[config.mk]
export PLATFORM = sky130hd
export DESIGN_NAME = button_led_counter
export DESIGN_NICKNAME = d
export VERILOG_FILES = /design/src/rtl/button_led_pkg.sv /design/src/rtl/button_led_debounce_edge.sv /design/src/rtl/button_led_counter.sv
export SDC_FILE = /design/constraint.sdc
export NUM_CORES = 1
export LEC_CHECK = 0
export CAP_MARGIN = 20
export CORE_ASPECT_RATIO = 0.9
export CORE_MARGIN = 5
export CORE_UTILIZATION = 30
export DETAILED_ROUTE_END_ITERATION = 6
export PLACE_DENSITY = 0.56
export SLEW_MARGIN = 30
export SYNTH_ARGS = -nofsm -noshare
export SYNTH_HDL_FRONTEND = slang
export SYNTH_HIERARCHICAL = 1
export SYNTH_SLANG_ARGS = --single-unit
[constraint.sdc]
create_clock -name clk -period 2 [get_ports clk]
set_input_delay 0.3 -clock clk [delete_from_list [all_inputs] [get_ports clk]]
set_output_delay 0.3 -clock clk [all_outputs]
set_load 0.01 [all_outputs]
[src/rtl/button_led_pkg.sv]
// button_led_pkg: shared constants, counter width helper and press-counter operation decode.
package button_led_pkg;
  localparam int SYNC_STAGES = 2;
  typedef enum logic [1:0] {CNT_HOLD, CNT_INC, CNT_DEC} cnt_op_t;
  function automatic int cnt_w(input int n);
    return (n > 1) ? $clog2(n) : 1;
  endfunction
  function automatic cnt_op_t cnt_op(input logic up, input logic dn);
    return (up ^ dn) ? (up ? CNT_INC : CNT_DEC) : CNT_HOLD;
  endfunction
endpackage

[src/rtl/button_led_debounce_edge.sv]
// debounce_edge: synchronizes a raw button, debounces it and emits a registered one-cycle rise pulse.
module debounce_edge
  import button_led_pkg::*;
#(
  parameter int DEBOUNCE_CYCLES = 1000000
) (
  input  logic clk,
  input  logic rst_n,
  input  logic raw_in,
  output logic level_out,
  output logic rise_pulse
);
  localparam int W = cnt_w(DEBOUNCE_CYCLES);
  localparam logic [W-1:0] LAST = W'(DEBOUNCE_CYCLES - 1);
  logic [SYNC_STAGES-1:0] sync;
  logic [W-1:0] cnt;
  logic stable, stable_d, rise, s2;
  assign s2 = sync[SYNC_STAGES-1];
  assign level_out = stable;
  assign rise_pulse = rise;
  always_ff @(posedge clk or negedge rst_n) begin
    if (!rst_n) begin
      sync <= '0;
      cnt <= '0;
      stable <= 1'b0;
      stable_d <= 1'b0;
      rise <= 1'b0;
    end else begin
      sync <= {sync[SYNC_STAGES-2:0], raw_in};
      // any sample matching the accepted level restarts the run
      cnt <= (s2 == stable || cnt == LAST) ? '0 : cnt + W'(1);
      stable <= (s2 != stable && cnt == LAST) ? s2 : stable;
      stable_d <= stable;
      rise <= stable & ~stable_d;
    end
  end
endmodule

[src/rtl/button_led_counter.sv]
// button_led_counter: debounced up/down buttons stepping a wrap-around LED press counter.
module button_led_counter
  import button_led_pkg::*;
#(
  parameter int DEBOUNCE_CYCLES = 1000000,
  parameter int LED_W = 4
) (
  input  logic clk,
  input  logic rst_n,
  input  logic btn_up,
  input  logic btn_down,
  output logic [LED_W-1:0] io_led,
  output logic up_pulse,
  output logic down_pulse
);
  logic [1:0] unused_levels;
  logic [LED_W-1:0] cnt_q;
  cnt_op_t op;
  debounce_edge #(.DEBOUNCE_CYCLES(DEBOUNCE_CYCLES)) u_up (
    .clk(clk), .rst_n(rst_n), .raw_in(btn_up), .level_out(unused_levels[0]), .rise_pulse(up_pulse)
  );
  debounce_edge #(.DEBOUNCE_CYCLES(DEBOUNCE_CYCLES)) u_down (
    .clk(clk), .rst_n(rst_n), .raw_in(btn_down), .level_out(unused_levels[1]), .rise_pulse(down_pulse)
  );
  // the step is applied while the pulse is visible and then captured, so io_led moves with the strobe
  assign op = cnt_op(up_pulse, down_pulse);
  always_comb io_led = (op == CNT_INC) ? cnt_q + LED_W'(1) : (op == CNT_DEC) ? cnt_q - LED_W'(1) : cnt_q;
  always_ff @(posedge clk or negedge rst_n) begin
    if (!rst_n) cnt_q <= '0;
    else cnt_q <= io_led;
  end
endmodule

# --- Yosys cells after proc, flatten, opt, wreduce, memory -nomap -nowiden ---
# Index checks and enable logic that the tools add are counted.
# W data, S select, Z words.
op_classes:
  eq_ne: 8
  mux: 6
  bitwise_logic: 5
  reduce_logical: 4
  add_sub_neg: 4
op_table:
  columns: ["cell", "n"]
  rows:
  - ["$add A20 B1 Y20 const B", 2]
  - ["$eq A20 B20 Y1 const B", 2]
  - ["$mux W20", 2]
  - ["$mux W4", 2]
  - ["$add A4 B1 Y4 const B", 1]
  - ["$mux W2", 2]
  - ["$sub A4 B1 Y4 const B", 1]
  - ["$and A1 B1 Y1", 2]
  - ["$eq A1 B1 Y1", 2]
  - ["$eq A2 B1 Y1 const B", 1]
  - ["$eq A2 B2 Y1 const B", 1]
  - ["$logic_and A1 B1 Y1", 2]
  - ["$logic_or A1 B1 Y1", 2]
  - ["$ne A1 B1 Y1", 2]
  - ["$not A1 Y1", 2]
  - ["$xor A1 B1 Y1", 1]
totals:
  input_bits: 4
  register_bits: 54
  elab_cells: 38
  output_inout_bits: 6

# --- Depth between registers and ports, before layout ---
# Gate-level depths: netlist (run 1).
depth:
  word_depth: 5
  ltp_mapped: 6
  depth_no_buf: 5

# --- By module ---
# Netlist (run 1), hierarchy kept.
modules_own_cells:
  columns: ["mod", "seq_area_each_um2", "cells_per_inst", "n_inst", "area_per_inst_um2"]
  rows:
  - ["debounce_edge", 625.6, 111, 2, 1159.9]
  - ["button_led_counter", 100.1, 24, 1, 264.0]

# --- Worst setup path before layout (run 1) ---
# OpenSTA, ideal clock, no wires.
synth_timing:
  path_type: "reg2reg"
  startpoint: "reg u_down.cnt[0]"
  endpoint: "reg u_down.cnt[10]"
  path_slack_ns: 0.251
  t_arrival_ns: 1.627
  stages_incl_launch_ff: 7
  setup_time_ns: 0.121
  path_buffers: 1
  path_cell_list: "dfrtp_1 ha_1 and3_1 nand3_1 o31ai_4 buf_2 nor2_1"
synth_between:
  elab_chain_cells: 3
  word_cells_on_any_way: 4
  classes_between: "1 x add/sub; 1 x eq/ne; 1 x mux; 1 x reduce/logical"
synth_rtl:
  columns: ["item", "line_no", "source"]
  rows:
  - ["start, declared", "button_led_debounce_edge.sv:16", "logic [W-1:0] cnt;"]
  - ["start signal, assigned", "button_led_debounce_edge.sv:31", "cnt <= (s2 == stable || cnt == LAST) ? '0 : cnt + W'(1);"]
  - ["parallel branches: the longest is 2 deep, another holds $add A20 B1 Y20", null, null]
  - ["$mux W20 (*)", "button_led_debounce_edge.sv:31", null]
# Mark *: on every way between the ends.
# A chain may end at the register's enable or synchronous reset.

# --- Final worst setup path (run 1) ---
layout_timing:
  startpoint: "reg cnt_q[1]"
  endpoint: "out io_led[2]"
layout_between:
  elab_chain_cells: 3
  word_cells_on_any_way: 4
  classes_between: "2 x add/sub; 2 x mux"
layout_rtl:
  columns: ["item", "line_no", "source"]
  rows:
  - ["start, declared", "button_led_counter.sv:17", "logic [LED_W-1:0] cnt_q;"]
  - ["start signal, assigned", "button_led_counter.sv:30", "else cnt_q <= io_led;"]
  - ["$sub A4 B1 Y4", "button_led_counter.sv:27", "always_comb io_led = (op == CNT_INC) ? cnt_q + LED_W'(1) : (op == CNT_DEC) ? cnt_q - LED_W'(1) : cnt_q;"]
  - ["$mux W4", "button_led_counter.sv:27", null]
  - ["$mux W4 (*)", "button_led_counter.sv:27", null]
  - ["end, declared", "button_led_counter.sv:12", "output logic [LED_W-1:0] io_led,"]
# Mark *: on every way between the ends. The rest lies on a longest branch, timed or not.

==> Flow_metrics.wiki, run 1 <==
{| class="wikitable"
! Metric !! Value
|-
| Kind of path behind the tightest hold check || reg -> reg
|-
| Layout Area Growth over Synthesis || 16.7%
|-
| Number of antenna violations at the first check in global routing || 0
|-
| Core box area || 8490 um^2
|-
| Clock network latency to the later pin of the worst-skew pair || 0.30 ns
|-
| Final weighted congestion in routability-driven placement || 0.747
|-
| Number of nets produced by synthesis || 254
|-
| CP required || 1.70 ns
|-
| Die Width || 108 um
|-
| Most common cell after layout, fill and taps aside || sky130_fd_sc_hd__dfrtp_1
|-
| Largest net degree at the start of global routing || 55
|-
| H-tree Lvls || 2
|-
| Run status || complete, no violations
|-
| Top post-synthesis cells by area || sky130_fd_sc_hd__dfrtp_1, sky130_fd_sc_hd__xnor2_1, sky130_fd_sc_hd__nor2_1, sky130_fd_sc_hd__nand3_1, sky130_fd_sc_hd__nor4_1
|-
| Pre-Repair DR Iteration Count || 4
|-
| Count of boundary I/O pins || 10
|-
| Cell count after placement || 381
|-
| Port-buffer cells || 9
|-
| Post-Route Skew || 0.00698 ns
|-
| CTS Buffer Depth || 2
|-
| Post-synthesis instance area || 2580 um^2
|-
| Number of unique standard cell types used by synthesis || 32
|-
| Reported leakage power || 1.22 nW
|-
| Count of final max-slew check failures || 0
|-
| Max transition margin || 0.761
|-
| Initial core utilization || 0.304
|-
| Minimum period implied by the final worst setup slack || 1.91 ns
|-
| Clock-pin transition on the worst setup and hold timing paths || 0.09 ns
|-
| Yosys warns || 6
|-
| Height of the die || 98.0 um
|-
| Wire length of the first global-routing pass || 8180 um
|-
| Final non-filler cell area || 3010 um^2
|-
| Clock tree from TritonCTS || yes
|-
| Final instance count without filler cells || 391
|-
| Count of vias placed by the detailed router || 1787
|-
| Arrival time of the worst setup path || 1.61 ns
|-
| Ratio of cells with drive above 1 in the final layout || 0.121
|-
| Max-Cap Viols || 0
|-
| Transition at the pin with the smallest max-transition slack || 0.355 ns
|-
| Average footprint of a synthesized cell || 10.5 um^2
|-
| Total global routing track utilization || 0.0952
|-
| Fill cells || 875
|-
| Final net count || 280
|-
| Placed Area || 2920 um^2
|-
| Site Rows || 32
|-
| Worst ir drop on vdd || 254 uV
|-
| Post-DR vias/cell || 4.57
|-
| Via count of the first global-routing pass || 1733
|-
| Die Area || 10600 um^2
|-
| Sequential share of the synthesized area || 0.523
|-
| Cell taking the most area after synthesis || sky130_fd_sc_hd__dfrtp_1
|-
| Number of hold violations in the final report || 0
|-
| Peak fanout along the critical path || 5
|-
| Number of endpoints failing setup at the final stage || 0
|-
| Kind of start point of the critical path || flop
|-
| Syn Inst Count || 246
|-
| Achievable clock frequency || 524 MHz
|-
| Total clock sinks || 54
|-
| Iteration-0 DRC Markers || 77
|-
| Final cycle utilization of the critical path || 0.955
|-
| Total Power || 1.77 mW
|-
| Cell area power density || 589 nW/um^2
|-
| HPWL after DPL || 3170 um
|-
| Detailed Route WL || 4630 um
|-
| Worst setup path class || reg -> out
|-
| Cts bufs inserted || 5
|-
| Leading cell types in the layout, fill and taps excluded || sky130_fd_sc_hd__dfrtp_1, sky130_fd_sc_hd__nor2_1, sky130_fd_sc_hd__xnor2_1, sky130_fd_sc_hd__inv_1, sky130_fd_sc_hd__nand3_1
|-
| Ant diodes || 0
|-
| Crit end category || output pin
|-
| Register bit total from synthesis || 54
|-
| Mean routed wirelength per cell || 11.9 um
|-
| Fraction of synthesized cell area taken by the top area cell type || 0.523
|-
| Clock Tree Root || sky130_fd_sc_hd__clkbuf_8
|-
| DRC violation count after routing || 0
|-
| Global-route congestion overflow total || 0
|-
| Count of nets left with antenna violations after detail routing || 0
|}
[cells in the mapped netlist]
master,number
sky130_fd_sc_hd__dfrtp_1,54
sky130_fd_sc_hd__nor2_1,40
sky130_fd_sc_hd__xnor2_1,27
sky130_fd_sc_hd__inv_1,14
sky130_fd_sc_hd__nand3_1,14
sky130_fd_sc_hd__nor4_1,10
sky130_fd_sc_hd__nand2_1,9
sky130_fd_sc_hd__a21oi_1,8
sky130_fd_sc_hd__nand4_1,8
sky130_fd_sc_hd__xor2_1,7
sky130_fd_sc_hd__nor3_1,6
sky130_fd_sc_hd__or3_1,6
sky130_fd_sc_hd__ha_1,4
sky130_fd_sc_hd__o21ai_0,4
sky130_fd_sc_hd__o31ai_1,4
sky130_fd_sc_hd__or4_1,4
sky130_fd_sc_hd__mux2i_1,3
sky130_fd_sc_hd__and3_1,2
sky130_fd_sc_hd__buf_2,2
sky130_fd_sc_hd__clkbuf_2,2
sky130_fd_sc_hd__mux2_2,2
sky130_fd_sc_hd__nand4_4,2
sky130_fd_sc_hd__nor2b_1,2
sky130_fd_sc_hd__nor4b_1,2
sky130_fd_sc_hd__o31ai_4,2
sky130_fd_sc_hd__or2_2,2
sky130_fd_sc_hd__and4b_1,1
sky130_fd_sc_hd__buf_4,1
sky130_fd_sc_hd__mux2_1,1
sky130_fd_sc_hd__nand3b_1,1
sky130_fd_sc_hd__nor4b_4,1
sky130_fd_sc_hd__o21ai_1,1
[power breakdown]
part           total, mW  switching [mW]  internal [mW]
registers           1.12          0.0112           1.10
logic             0.0768          0.0467         0.0301
clock network      0.582           0.340          0.242
total               1.77           0.397           1.38
[kinds of logic (layout without fill, tap and decap cells)]
logic type               after synthesis  count (layout)  share of synthesized area
XOR/XNOR                              34              34                      0.115
adder cells (fa/ha/maj)                4               4                     0.0194
flip-flops                            54              54                      0.523
multiplexers                           6               6                     0.0247
buffers and inverters                 19              45                     0.0310
AO/OA/AOI/OAI                         19              19                     0.0533
AND/OR/NAND/NOR                      110             110                      0.233
[critical path: stages, from the launching register on]
cell and delay, ns:
sky130_fd_sc_hd__dfrtp_1 0.39, sky130_fd_sc_hd__buf_4 0.16, sky130_fd_sc_hd__ha_1 0.17, sky130_fd_sc_hd__nand3b_1 0.07
sky130_fd_sc_hd__o21ai_1 0.07, sky130_fd_sc_hd__xor2_1 0.18, sky130_fd_sc_hd__clkdlybuf4s15_1 0.27
[cell type report]
| type | count | area [um^2] | share of cell area |
|---|---|---|---|
| Timing Repair Buffer | 24 | 226 | 0.0751 |
| Clock buffer | 7 | 76.3 | 0.0253 |
| Tap cell | 119 | 149 | 0.0494 |
| Inverter | 14 | 52.6 | 0.0174 |
| Sequential cell | 54 | 1350 | 0.449 |
| Multi-Input combinational cell | 173 | 1160 | 0.384 |
[state kept, by name, indices dropped and copies added, names as in the netlist]
signal and cells:
cnt_q 4, u_down/cnt 20, u_down/level_out 1, u_down/rise_pulse 1
u_down/stable_d 1, u_down/sync 2, u_up/cnt 20, u_up/level_out 1
u_up/rise_pulse 1, u_up/stable_d 1, u_up/sync 2
[path summary, 6_finish.rpt]
check	startpoint	end	slack, ns	cells after the start
worst max-delay path	cnt_q[1]	io_led[2]	0.09	6
worst min-delay path	u_up/sync[0]	u_up/sync[1]	0.36	0
worst max register to register	u_down/cnt[0]	u_down/cnt[18]	0.16	6
worst min register to register	u_up/sync[0]	u_up/sync[1]	0.36	0
max in group asynchronous	rst_n	u_down/rise_pulse	1.24	3
min in group asynchronous	rst_n	u_down/cnt[1]	0.51	3
[what timing repair did]
item / 4_1_cts / 5_1_grt
hold buffers: 1 / 0
setup buffers: 0 / 2
hold endpoints to repair: 54 / 0
pin swaps: 0 / 2
gates resized for setup: 9 / 4
setup endpoints to repair: 4 / 5
[stage by stage]
stage	util	TNS, ns	hold WS [ns]	setup slack, ns
final	0.355	0	0.358	0.0898
after global routing	0.355	-0.00716	0.383	-0.00716
after CTS	0.353	-0.0289	0.359	-0.0289
after detailed placement	0.344	0	0.321	0.0250
after global placement	0.344	0	0.321	0.0986
after floorplan	-	0	0.00441	0.251
[layer usage]
| layer | up-vias | part of all wire | wire (um) | global-route usage |
|---|---|---|---|---|
| met1 | 864 | 0.52 | 2400 | 0.139 |
| met5 | - | 0 | 0 | 0 |
| met4 | 0 | 0.017 | 78 | 0.0350 |
| met2 | 18 | 0.44 | 2040 | 0.138 |
| li1 | 898 | - | - | - |
| met3 | 7 | 0.026 | 120 | 0.0218 |
No activity file was read; power rests on OpenSTA's default activity.
==> inputs of run 2 (changes only) <==
--- a/config.mk
+++ b/config.mk
@@ -11,7 +11,7 @@
 export CORE_UTILIZATION = 30
 export DETAILED_ROUTE_END_ITERATION = 6
 export PLACE_DENSITY = 0.56
-export SLEW_MARGIN = 30
+export SLEW_MARGIN = 20
 export SYNTH_ARGS = -nofsm -noshare
 export SYNTH_HDL_FRONTEND = slang
 export SYNTH_HIERARCHICAL = 1
==> constraint.sdc (replaced) <==
create_clock -name clk -period 1.8 [get_ports clk]
set_input_delay 0.27 -clock clk [delete_from_list [all_inputs] [get_ports clk]]
set_output_delay 0.27 -clock clk [all_outputs]
set_load 0.01 [all_outputs]
==> run 2 against run 1 <==
Compared with the run above:
- the run now ends with setup timing left
- via count grew 12%
- flip-flop and latch count unchanged
- utilization increased by 6.2 points
- setup slack worse by 0.11 ns
- worst hold slack better by 0.0022 ns
- clock power up 14%
- register-to-register slack worse by 0.15 ns
- global-route usage is 0.87 points higher
- critical endpoint is now io_led[1]
==> Flow_metrics.wiki, run 2 (same netlist as run 1, synthesis figures left out) <==
{| class="wikitable"
! Metric !! Value
|-
| Final net count || 329
|-
| Minimum period implied by the final worst setup slack || 1.82 ns
|-
| Top cell family by delay on the critical path || flip-flops
|-
| Site Rows || 32
|-
| Achievable clock frequency || 549 MHz
|-
| Pre-Repair DR Iteration Count || 6
|-
| Core box area || 8490 um^2
|-
| Cell area power density || 570 nW/um^2
|-
| Placed Area || 3160 um^2
|-
| Global-route congestion overflow total || 0
|-
| Critical-path cell with the highest stage delay || sky130_fd_sc_hd__dfrtp_1
|-
| Total clock sinks || 54
|-
| Ratio of cells with drive above 1 in the final layout || 0.361
|-
| Final critical-path setup slack || -0.0206 ns
|-
| Post-DR vias/cell || 4.55
|-
| Number of endpoints failing setup at the final stage || 2
|-
| Largest registers || u_down/cnt: 20 flops, u_up/cnt: 20 flops, cnt_q: 4 flops
|-
| DRC violation count after routing || 0
|-
| Worst setup timing slack at the placement stage || -0.110 ns
|-
| Critical path buffers and inverters || 2
|-
| CP required || 1.53 ns
|-
| Number of antenna violations at the first check in global routing || 0
|-
| Final non-filler cell area || 3540 um^2
|-
| Max transition margin || 0.668
|-
| Count of final max-slew check failures || 0
|-
| Cts bufs inserted || 5
|-
| Largest net degree at the start of global routing || 35
|-
| Final cycle utilization of the critical path || 1.01
|-
| Die Width || 108 um
|-
| Kind of path behind the tightest hold check || reg -> reg
|-
| Run status || finished with violations
|-
| Transition at the pin with the smallest max-transition slack || 0.498 ns
|-
| Clock tree from TritonCTS || yes
|-
| HPWL after DPL || 3680 um
|-
| Largest stage delay, worst path || 0.35 ns
|-
| Arrival time of the worst setup path || 1.55 ns
|-
| RSZ-0062 raised after global routing || true
|-
| Most common cell after layout, fill and taps aside || sky130_fd_sc_hd__buf_4
|-
| Layout Area Growth over Synthesis || 37.0%
|-
| Cell count after placement || 415
|-
| Detailed Route WL || 5460 um
|-
| Count of nets left with antenna violations after detail routing || 0
|-
| Iteration-0 DRC Markers || 56
|-
| Count of vias placed by the detailed router || 2002
|-
| Total global routing track utilization || 0.104
|-
| Peak fanout along the critical path || 2
|-
| Fill cells || 839
|-
| Violated checks || setup timing
|-
| Multi-input logic area || 1290 um^2
|-
| Worst ir drop on vdd || 259 uV
|-
| Wire length of the first global-routing pass || 8920 um
|-
| Final weighted congestion in routability-driven placement || 0.813
|-
| Number of hold violations in the final report || 0
|-
| Post-Route Skew || 0.0163 ns
|-
| Critical Path, Cell by Cell || inv_1, ha_1, mux2_4, nand2_2, o21ai_2, buf_2
|-
| Via count of the first global-routing pass || 1941
|-
| Reported leakage power || 1.46 nW
|-
| Final-layout setup total negative slack || -0.0298 ns
|-
| H-tree Lvls || 2
|-
| Clock-pin transition on the worst setup and hold timing paths || 0.10 ns
|-
| Total Power || 2.02 mW
|-
| Ant diodes || 0
|-
| Crit end category || output pin
|-
| Mean routed wirelength per cell || 12.4 um
|-
| Clock network latency to the later pin of the worst-skew pair || 0.31 ns
|-
| Clock Tree Root || sky130_fd_sc_hd__clkbuf_8
|-
| Final instance count without filler cells || 440
|-
| Kind of start point of the critical path || flop
|-
| Max-Cap Viols || 0
|-
| Worst setup path class || reg -> out
|-
| Initial core utilization || 0.304
|-
| Die Area || 10600 um^2
|-
| Count of boundary I/O pins || 10
|-
| Port-buffer cells || 9
|-
| CTS Buffer Depth || 2
|-
| Height of the die || 98.0 um
|-
| Sequential Area || 1360 um^2
|-
| Leading cell types in the layout, fill and taps excluded || sky130_fd_sc_hd__buf_4, sky130_fd_sc_hd__dfrtp_1, sky130_fd_sc_hd__nor2_1, sky130_fd_sc_hd__xnor2_1, sky130_fd_sc_hd__inv_1
|}
## run 2: cell types whose count changed in the layout (fill, tap and decap cells not counted), sizes merged
| cell | before | now |
|---|---|---|
| buf | 16 | 67 |
| clkbuf | 8 | 6 |
| clkinvlp | 0 | 2 |
| clkdlybuf4s15 | 1 | 0 |
| dlygate4sd2 | 1 | 0 |
## run 2: path summary, 6_finish.rpt
kind,from,endpoint,slack [ns],cells after the start
setup / recovery,cnt_q[0],io_led[1],-0.02,6
hold / removal,u_down/sync[0],u_down/sync[1],0.36,0
setup reg to reg,u_up/cnt[7],u_up/cnt[8],0.01,6
hold reg to reg,u_down/sync[0],u_down/sync[1],0.36,0
max in group asynchronous,rst_n,u_up/cnt[7],0.79,3
min in group asynchronous,rst_n,u_down/sync[0],0.44,2
## run 2: cell type report
| cell class | count | area share |
|---|---|---|
| Sequential cell | 54 | 0.385 |
| Clock inverter | 2 | 0.00424 |
| Timing Repair Buffer | 73 | 0.170 |
| Multi-Input combinational cell | 173 | 0.365 |
| Clock buffer | 5 | 0.0194 |
| Inverter | 14 | 0.0148 |
| Tap cell | 119 | 0.0421 |
## run 2: per-stage QoR
stage | utilization | hold WS, ns
3_3_place_gp | 0.372 | 0.261
3_5_place_dp | 0.372 | 0.268
4_1_cts | 0.384 | 0.365
6_report | 0.417 | 0.360
2_1_floorplan | - | -0.0256
5_1_grt | 0.417 | 0.367
## run 2: metal layers
layer	track usage	vias up	part of all wire
met5	0	-	0
met4	0.0379	0	0.016
met3	0.0218	6	0.020
met2	0.166	17	0.49
met1	0.139	981	0.47
li1	-	998	-
## run 2: worst register-to-register path, cell delays in order (launching register included)
cell                      delay, ns
sky130_fd_sc_hd__dfrtp_2       0.43
sky130_fd_sc_hd__nor4_2        0.28
sky130_fd_sc_hd__nand4_1       0.16
sky130_fd_sc_hd__buf_4         0.18
sky130_fd_sc_hd__o31ai_4       0.33
sky130_fd_sc_hd__buf_6         0.25
sky130_fd_sc_hd__nor2_2        0.05
## run 2: what timing repair did
item                       4_1_cts  5_1_grt
buffers inserted                 2       13
hold buffers                     1        0
gates cloned                     0        2
hold endpoints to repair        20        0
pin swaps                        5       14
setup endpoints to repair        4       46
gates resized for setup         21       39
## run 2: power by group
| part | internal, mW | switching, mW |
|---|---|---|
| clock network | 0.267 | 0.396 |
| registers | 1.23 | 0.0114 |
| logic | 0.0500 | 0.0653 |
| total | 1.54 | 0.473 |
==> inputs of run 3 (changes only) <==
==> constraint.sdc (replaced) <==
create_clock -name clk -period 2.1 [get_ports clk]
set_input_delay 0.315 -clock clk [delete_from_list [all_inputs] [get_ports clk]]
set_output_delay 0.315 -clock clk [all_outputs]
set_load 0.01 [all_outputs]
==> run 3 against run 2 <==
Compared with the run above:
- the flow now finishes without violations
- critical endpoint unchanged
- highest routed layer unchanged
- die area did not move
- largest power group unchanged
- sequential power fell by 15%
- worst hold slack got worse by 0.36 ns
==> Flow_metrics.wiki, run 3 (same netlist as run 1, synthesis figures left out) <==
{| class="wikitable"
! Metric !! Value
|-
| Run status || complete, no violations
|-
| DRC violation count after routing || 0
|-
| Internal power of the cells || 1.31 mW
|-
| Switching power summed over all nets || 371 uW
|-
| CTS Buffer Depth || 2
|-
| Ratio of cells with drive above 1 in the final layout || 0.119
|-
| Routed length on met3 || 91 um
|-
| Site Rows || 32
|-
| Ant diodes || 0
|-
| Met1 wire length || 2420 um
|-
| Initial core utilization || 0.304
|-
| Reg-to-reg endpoint || u_up/level_out
|-
| Worst setup path class || reg -> out
|-
| Worst setup timing slack at the placement stage || 0.0621 ns
|-
| CP required || 1.78 ns
|-
| Post-Route Skew || 0.00670 ns
|-
| Total clock sinks || 54
|-
| Peak fanout along the critical path || 3
|-
| Count of vias placed by the detailed router || 1774
|-
| Top layer reached by signal wires || met4
|-
| Final critical-path setup slack || 0.130 ns
|-
| Core box area || 8490 um^2
|-
| Post-DR vias/cell || 4.56
|-
| Critical-path cell with the highest stage delay || sky130_fd_sc_hd__dfrtp_1
|-
| Arrival time of the worst setup path || 1.65 ns
|-
| R2r startpoint || u_up/cnt[0]
|-
| Cell area power density || 563 nW/um^2
|-
| Proportion of power drawn by flip-flops and latches || 0.632
|-
| Port-buffer cells || 9
|-
| Pre-Repair DR Iteration Count || 4
|-
| Share of the core filled with cells in the final layout || 0.351
|-
| Detailed Route WL || 4580 um
|-
| Combinational group share of total power || 0.041
|-
| Via count of the first global-routing pass || 1726
|-
| Total Power || 1.68 mW
|-
| Final weighted congestion in routability-driven placement || 0.765
|-
| Global-route congestion overflow total || 0
|-
| Kind of path behind the tightest hold check || in -> async
|-
| Worst ir drop on vdd || 289 uV
|-
| Height of the die || 98.0 um
|-
| HPWL after DPL || 3160 um
|-
| Final cycle utilization of the critical path || 0.938
|-
| Transition at the pin with the smallest max-transition slack || 0.378 ns
|-
| Die Area || 10600 um^2
|-
| Minimum period implied by the final worst setup slack || 1.97 ns
|-
| H-tree Lvls || 2
|-
| Final-layout setup total negative slack || 0 ns
|-
| Reported leakage power || 1.22 nW
|-
| Fill cells || 892
|-
| Number of antenna violations at the first check in global routing || 0
|-
| Largest registers || u_down/cnt: 20 flops, u_up/cnt: 20 flops, cnt_q: 4 flops
|-
| Clock tree from TritonCTS || yes
|-
| Max transition margin || 0.746
|-
| Placed Area || 2900 um^2
|-
| Iteration-0 DRC Markers || 62
|-
| Die Width || 108 um
|-
| Clock Tree Root || sky130_fd_sc_hd__clkbuf_8
|-
| Achievable clock frequency || 508 MHz
|-
| Kind of start point of the critical path || flop
|-
| Clock group share of total power || 0.326
|-
| Number of hold violations in the final report || 0
|-
| Total global routing track utilization || 0.0937
|-
| Crit end category || output pin
|-
| Clock-pin transition on the worst setup and hold timing paths || 0.09 ns
|-
| WL met2 || 2020 um
|-
| Leading cell types in the layout, fill and taps excluded || sky130_fd_sc_hd__dfrtp_1, sky130_fd_sc_hd__nor2_1, sky130_fd_sc_hd__xnor2_1, sky130_fd_sc_hd__inv_1, sky130_fd_sc_hd__nand3_1
|-
| Largest net degree at the start of global routing || 55
|-
| Clock network latency to the later pin of the worst-skew pair || 0.29 ns
|-
| Cts bufs inserted || 5
|-
| Final net count || 278
|-
| Flop2flop setup slack || 0.24 ns
|-
| Wire length of the first global-routing pass || 8180 um
|-
| Number of endpoints failing setup at the final stage || 0
|-
| Layout Area Growth over Synthesis || 15.4%
|-
| Largest stage delay, worst path || 0.40 ns
|-
| Max-Cap Viols || 0
|-
| Count of final max-slew check failures || 0
|-
| Count of boundary I/O pins || 10
|-
| Share of total power consumed by net switching || 0.221
|-
| Most common cell after layout, fill and taps aside || sky130_fd_sc_hd__dfrtp_1
|-
| Critical Path, Cell by Cell || inv_1, ha_1, mux2_1, nand2_1, o21ai_1, buf_2
|-
| Mean routed wirelength per cell || 11.8 um
|-
| Final non-filler cell area || 2980 um^2
|-
| Number of cell instances on the worst register-to-register path || 5
|-
| Count of nets left with antenna violations after detail routing || 0
|}
[run 3: worst max-delay path by stage]
stage                          end  slack [ns]         startpoint  depth (start not counted)
floorplan           u_down/cnt[10]        0.35      u_down/cnt[0]                          6
global placement         io_led[1]        0.11           cnt_q[0]                          6
detailed placement       io_led[1]        0.06           cnt_q[0]                          6
CTS                      io_led[0]        0.03  u_down/rise_pulse                          3
global route             io_led[1]      -0.003           cnt_q[0]                          6
finish                   io_led[1]        0.13           cnt_q[0]                          6
[run 3: power groups by stage]
stage	combinational (mW)	clock, mW	sequential [mW]
finish	0.0693	0.548	1.06
global route	0.0815	0.610	1.07
CTS	0.0724	0.576	1.06
detailed placement	0.0723	0	1.08
global placement	0.0723	0	1.08
floorplan	0.0288	0	1.08
[run 3: metal layers]
layer / GRT usage / vias up
li1: - / 899
met2: 0.146 / 14
met1: 0.132 / 859
met5: 0 / -
met3: 0.0205 / 2
met4: 0.0262 / 0
[run 3: worst max-delay path: cells and delay by family, from the launching register on]
family / cells / cell delay [ns]
muxes: 1 / 0.29
AOI/OAI and AO/OA: 1 / 0.07
DFF: 1 / 0.40
buffers and inverters: 2 / 0.23
adders and majority gates: 1 / 0.31
and+or+nand+nor: 1 / 0.07
[run 3: final cells by class]
type	instances	area, um^2	area share
Timing Repair Buffer	22	199	0.0667
Sequential cell	54	1350	0.454
Inverter	14	52.6	0.0176
Clock buffer	7	76.3	0.0256
Multi-Input combinational cell	173	1150	0.386
Tap cell	119	149	0.0499
[run 3: repair_timing]
item                                    in CTS  in global routing
pin swaps                                    0                  1
hold buffers                                 0                  0
setup buffers                                0                  2
endpoints found under the setup margin       4                  3
gates cloned                                 0                  0
gates resized for setup                      8                  4
[run 3: through the flow]
stage / cells / hold slack, ns
6_report: 389 / 0.00165
5_1_grt: 389 / 0.0273
4_1_cts: 387 / 0.00564
3_5_place_dp: 380 / 0.336
3_3_place_gp: 380 / 0.335
2_1_floorplan: 246 / 0.0194
